===== config.mk =====
export PLATFORM = sky130hd
export DESIGN_NAME = mem_arbiter
export DESIGN_NICKNAME = d
export VERILOG_FILES = /design/src/rtl/ysyx_23060042_pkg.sv /design/src/rtl/mem_arbiter.sv
export SDC_FILE = /design/constraint.sdc
export NUM_CORES = 1
export LEC_CHECK = 0
export CAP_MARGIN = 10
export CORE_AREA = 3 3 105 107
export CTS_BUF_LIST = sky130_fd_sc_hd__clkbuf_8
export CTS_CLUSTER_SIZE = 12
export DETAILED_ROUTE_END_ITERATION = 7
export DIE_AREA = 0 0 108 110
export DONT_BUFFER_PORTS = 1
export PLACE_DENSITY_LB_ADDON = 0.3
export RECOVER_POWER = 25
export SYNTH_ARGS = -nofsm -noshare
export SYNTH_HDL_FRONTEND = slang
export SYNTH_SLANG_ARGS = --single-unit

===== constraint.sdc =====
create_clock -name clk -period 1.95 [get_ports clk]
set_input_delay 0.2925 -clock clk [delete_from_list [all_inputs] [get_ports clk]]
set_output_delay 0.2925 -clock clk [all_outputs]
set_load 0.05 [all_outputs]

===== src/rtl/ysyx_23060042_pkg.sv =====
// rtl/ysyx_23060042_pkg.sv - shared state and access-size encodings for the memory arbiter
package ysyx_23060042_pkg;

  typedef enum logic [1:0] {
    IDLE  = 2'd0,
    ISSUE = 2'd1,
    WAIT  = 2'd2
  } arb_state_t;

  localparam logic [1:0] SZ_B = 2'b00;
  localparam logic [1:0] SZ_H = 2'b01;
  localparam logic [1:0] SZ_W = 2'b10;

  // 2'b11 has no encoding of its own and is carried to memory as a word access
  function automatic logic [1:0] norm_size(input logic [1:0] size);
    case (size)
      SZ_B:    return SZ_B;
      SZ_H:    return SZ_H;
      default: return SZ_W;
    endcase
  endfunction

endpackage


===== src/rtl/mem_arbiter.sv =====
// rtl/mem_arbiter.sv - round-robin IFU/LSU arbiter onto one shared memory port
module mem_arbiter
  import ysyx_23060042_pkg::*;
#(
  parameter int ADDR_W = 32,
  parameter int DATA_W = 32
) (
  input  logic              clk,
  input  logic              rst,
  input  logic              ifu_req_valid,
  output logic              ifu_req_ready,
  input  logic [ADDR_W-1:0] ifu_addr,
  output logic              ifu_resp_valid,
  output logic [DATA_W-1:0] ifu_rdata,
  input  logic              lsu_req_valid,
  output logic              lsu_req_ready,
  input  logic [ADDR_W-1:0] lsu_addr,
  input  logic              lsu_wen,
  input  logic [1:0]        lsu_size,
  input  logic [DATA_W-1:0] lsu_wdata,
  output logic              lsu_resp_valid,
  output logic [DATA_W-1:0] lsu_rdata,
  output logic              mem_req_valid,
  input  logic              mem_req_ready,
  output logic [ADDR_W-1:0] mem_addr,
  output logic              mem_wen,
  output logic [1:0]        mem_size,
  output logic [DATA_W-1:0] mem_wdata,
  input  logic              mem_resp_valid,
  input  logic [DATA_W-1:0] mem_rdata
);

  arb_state_t        r_state;
  logic              r_sel_lsu;
  logic              r_last_lsu;
  logic              r_mem_req_valid;
  logic [ADDR_W-1:0] r_addr;
  logic              r_wen;
  logic [1:0]        r_size;
  logic [DATA_W-1:0] r_wdata;

  logic w_idle;
  logic w_any;
  logic w_pick_lsu;
  logic w_resp;

  // A tie goes to whichever side did not complete the previous transaction
  function automatic logic pick_lsu(input logic ifu_v, input logic lsu_v, input logic last_lsu);
    if (ifu_v && lsu_v) return !last_lsu;
    return lsu_v;
  endfunction

  assign w_idle     = rst && (r_state == IDLE);
  assign w_any      = ifu_req_valid || lsu_req_valid;
  assign w_pick_lsu = pick_lsu(ifu_req_valid, lsu_req_valid, r_last_lsu);
  assign w_resp     = (r_state == WAIT) && mem_resp_valid;

  assign ifu_req_ready  = w_idle && w_any && !w_pick_lsu;
  assign lsu_req_ready  = w_idle && w_any && w_pick_lsu;
  assign ifu_resp_valid = w_resp && !r_sel_lsu;
  assign lsu_resp_valid = w_resp && r_sel_lsu;
  assign ifu_rdata      = ifu_resp_valid ? mem_rdata : '0;
  assign lsu_rdata      = lsu_resp_valid ? mem_rdata : '0;

  assign mem_req_valid = r_mem_req_valid;
  assign mem_addr      = r_addr;
  assign mem_wen       = r_wen;
  assign mem_size      = r_size;
  assign mem_wdata     = r_wdata;

  always_ff @(posedge clk or negedge rst) begin
    if (!rst) begin
      r_state         <= IDLE;
      r_sel_lsu       <= 1'b0;
      r_last_lsu      <= 1'b0;
      r_mem_req_valid <= 1'b0;
      r_addr          <= '0;
      r_wen           <= 1'b0;
      r_size          <= 2'b00;
      r_wdata         <= '0;
    end else begin
      case (r_state)
        IDLE: begin
          if (w_any) begin
            r_state         <= ISSUE;
            r_mem_req_valid <= 1'b1;
            r_sel_lsu       <= w_pick_lsu;
            if (w_pick_lsu) begin
              r_addr  <= lsu_addr;
              r_wen   <= lsu_wen;
              r_size  <= norm_size(lsu_size);
              r_wdata <= lsu_wdata;
            end else begin
              r_addr  <= ifu_addr;
              r_wen   <= 1'b0;
              r_size  <= SZ_W;
              r_wdata <= '0;
            end
          end
        end
        ISSUE: begin
          if (mem_req_ready) begin
            r_state         <= WAIT;
            r_mem_req_valid <= 1'b0;
          end
        end
        WAIT: begin
          if (mem_resp_valid) begin
            r_state    <= IDLE;
            r_last_lsu <= r_sel_lsu;
          end
        end
        default: r_state <= IDLE;
      endcase
    end
  end

endmodule


==> results.md <==
* Status: finished, violations left
* Failing checks: setup timing
* WL/cell at 20.9 um
* Final hold slack at between 50 and 60 ps
* Synth warn at 0
* Rel. slew slack at 0.384
* Asr flop ratio synth at 1.00
* Full die area at roughly 12000 sq um
* HPWL after DPL at roughly 8000 um
* Clock H-tree levels at 3
* Hold Crit Endpoint: r_state[1]
* Most used DFF post-synth: dfrtp_1
* IO buf count at 0
* Worst path cell trace: nand3b_1, nor2_2, buf_12, and2_1, buf_12
* Clk slew on worst S/H paths at roughly 80 ps
* Residual DRC count at 0
* CTS tree: built
* Worst slew pin tran at 925 ps
* Hold Crit Class: in2reg
* CTS buffer count at 9
* Sequential power share at 0.540
* Post-synthesis sequential area ratio at 0.517
* Setup WS post-layout at -5.28 ps
* Initial antenna violation count at 0
* Layout area overhead at 43.7%
* R2r startpoint: r_state[1]
* Nets@finish at between 500 and 600
* Crit. End Element: primary output
* Clock Sink Count at 72
* Synth cell count leaders: 72 x dfrtp_1, 64 x and2_1, 34 x nand2_1
* # rows at 37
* Number of top-level pins at roughly 270
* Pint at 4.01 mW
* Cell count after synthesis at 325
* Slew Limit Fails at 0
* Worst-path fanout max at 34
* Lkg Pwr at approximately 2.2 nW
* Largest net degree at the start of global routing at 75
* Iteration count of the initial detailed-routing pass at 4
* Area contributors post-synth: dfrtp_1 52%, and2_1 11%, a22o_1 8.3%, a2bb2oi_1 8.0%, a211oi_1 6.9%
* Later-pin clock latency in the skew report at between 300 and 400 ps
* Max-Cap Viols at 0
* Worst path required time at between 1500 and 2000 ps
* CP max stage cell: dfrtp_1
* RSZ-0062 raised after global routing: yes
* Switching portion of total power at 0.531
* R2r setup slk at about 290 ps
* Diodes inserted at 0
* Vias in the first global route at around 2600
* Register bit total from synthesis at 72
* Synthesized netlist net count at roughly 460
* Leading area contributor after synthesis: dfrtp_1
* Post-synth EDFFs at 0
* Endpoints failing hold at 0
* Critical Setup Path Class: reg2out
* Detail Route Antenna Nets at 0
* Starting Density at 0.341
* First-pass GRT wire length at roughly 15000 um
* Total gr overflow at 0
* Area of the mapped netlist at between 3000 and 4000 sq um
* Crit path top cell by count: buf_12
* RR Endpoint: mem_wdata[28]
* Startpoint types: flip-flop
* GRT Util Overall at 0.163
* Max VDD drop at 923 uV
* Worst-case clock buffer depth at 2
* Minimum clock period at roughly 2000 ps
* Count leader, synth: dfrtp_1
* Clk root buf: clkbuf_8
* PwrDens at between 1500 and 2000 nW/um^2
* Die span in y at about 110 um
* Die width at about 110 um
* Vias post-DR at between 2000 and 3000
* Final Power at about 8.6 mW
* Worst hold stages at 1
* Core box area at 10200 sq um
* Share of the synthesized area in the top cell type at 0.517
* Combinational power share at 0.324
* 1st-iter DRT viols at around 160
* Clk pwr share at 0.136
* Avg Inst Size Synth at around 11 sq um
* Synth unique cells at 26
* Final period util at 1.00
* Worst r2r path cells at 5
* Fmax at 511 MHz
* Final setup fails at 1
* Switch Pwr at ~4.5 mW
* Hold path start: mem_resp_valid
* Share of cells above drive strength 1 at 0.355
* GPL Wtd Cong at around 0.78
* Worst EP arrival at around 1700 ps
* WL final at between 10000 and 15000 um
* Max Clock Skew at roughly 8.3 ps
* Via density at roughly 5.3
* Worst path max stage delay at 380 ps
[area by class of cell]
type                            count  area [sq um]
Multi-Input combinational cell    219          1630
Fill cell                         912          5220
Sequential cell                    72          1800
Timing Repair Buffer               69          1200
Clock buffer                        9           124
Clock inverter                      7          71.3
Tap cell                          136           170
Inverter                            4          15.0
[layout by cell type, fill, tap and decap left out, types with 2 or more instances in the layout]
cell type    n
a21o_1       2
o21ai_0      3
and2_2      11
dfrtp_1     71
clkinvlp_4   2
a211oi_1    32
buf_4       13
nor2_2       2
inv_1        5
nand3b_1     2
and3_1       2
inv_6        2
and2_1      23
a2bb2oi_1   32
a22o_1      33
clkbuf_8     9
nand2b_1     2
and2_4      30
buf_12      54
nand2_1     34
[power groups by stage]
stage / sequential (mW) / clock, mW / combinational, mW
after global routing: 4.71 / 1.29 / 3.01
after floorplan: 4.50 / 0 / 2.02
after CTS: 4.63 / 1.22 / 2.72
after global placement: 4.67 / 0 / 2.59
final: 4.62 / 1.17 / 2.77
after detailed placement: 4.65 / 0 / 2.67
[metrics by stage]
stage | instances | instance area [sq um] | setup slack [ps] | TNS [ps] | utilization
after floorplan | 325 | 3510 | 74.4 | 0 | -
after global placement | 494 | 4690 | 245 | 0 | 0.458
after detailed placement | 494 | 4690 | 196 | 0 | 0.458
after CTS | 514 | 4940 | -29.0 | -716 | 0.483
after global routing | 516 | 5010 | -118 | -4610 | 0.490
final | 516 | 5010 | -5.28 | -5.28 | 0.490
[per-layer routing]
layer  vias up  routed length, um  global-route usage
met5         -                  0                   0
met4         0                 99              0.0370
met3         8               1230              0.0821
met2       167               5360               0.265
met1      1266               4060               0.193
li1       1268                  -                   -
[worst max-delay path by stage]
stage                    end        from  cells past startpoint
2_1_floorplan  lsu_rdata[23]  r_state[0]                      4
3_3_place_gp   mem_wdata[23]  r_state[1]                      5
3_5_place_dp   mem_wdata[16]  r_state[1]                      5
4_1_cts         lsu_rdata[9]  r_state[0]                      5
5_1_grt         lsu_rdata[6]  r_state[0]                      5
6_report        lsu_rdata[6]  r_state[0]                      5
[logic make-up after synthesis]
logic type / synth area share
simple gates: 0.175
compound gates: 0.254
flops: 0.517
buf+inv: 0.0513
mux: 0.00323
[flip-flops by register name (all words and copies together) (netlist names)]
signal         count
mem_addr          32
mem_wdata         32
mem_size           2
r_state            2
mem_req_valid      1
mem_wen            1
r_last_lsu         1
r_sel_lsu          1
[critical path, delay by kind of cell, from the launching register on]
family                 cells  cell delay (ps)
flip-flops                 1              380
AND/OR/NAND/NOR            3              590
buffers and inverters      2              340
[what timing repair did]
item | CTS | global route
buffers inserted | 3 | 0
setup endpoints to repair | 66 | 66
gates resized for setup | 9 | 23
pin swaps | 2 | 3
gates cloned | 1 | 0
endpoints found under the hold margin | 72 | 72
(Power assumes the default switching activity.)
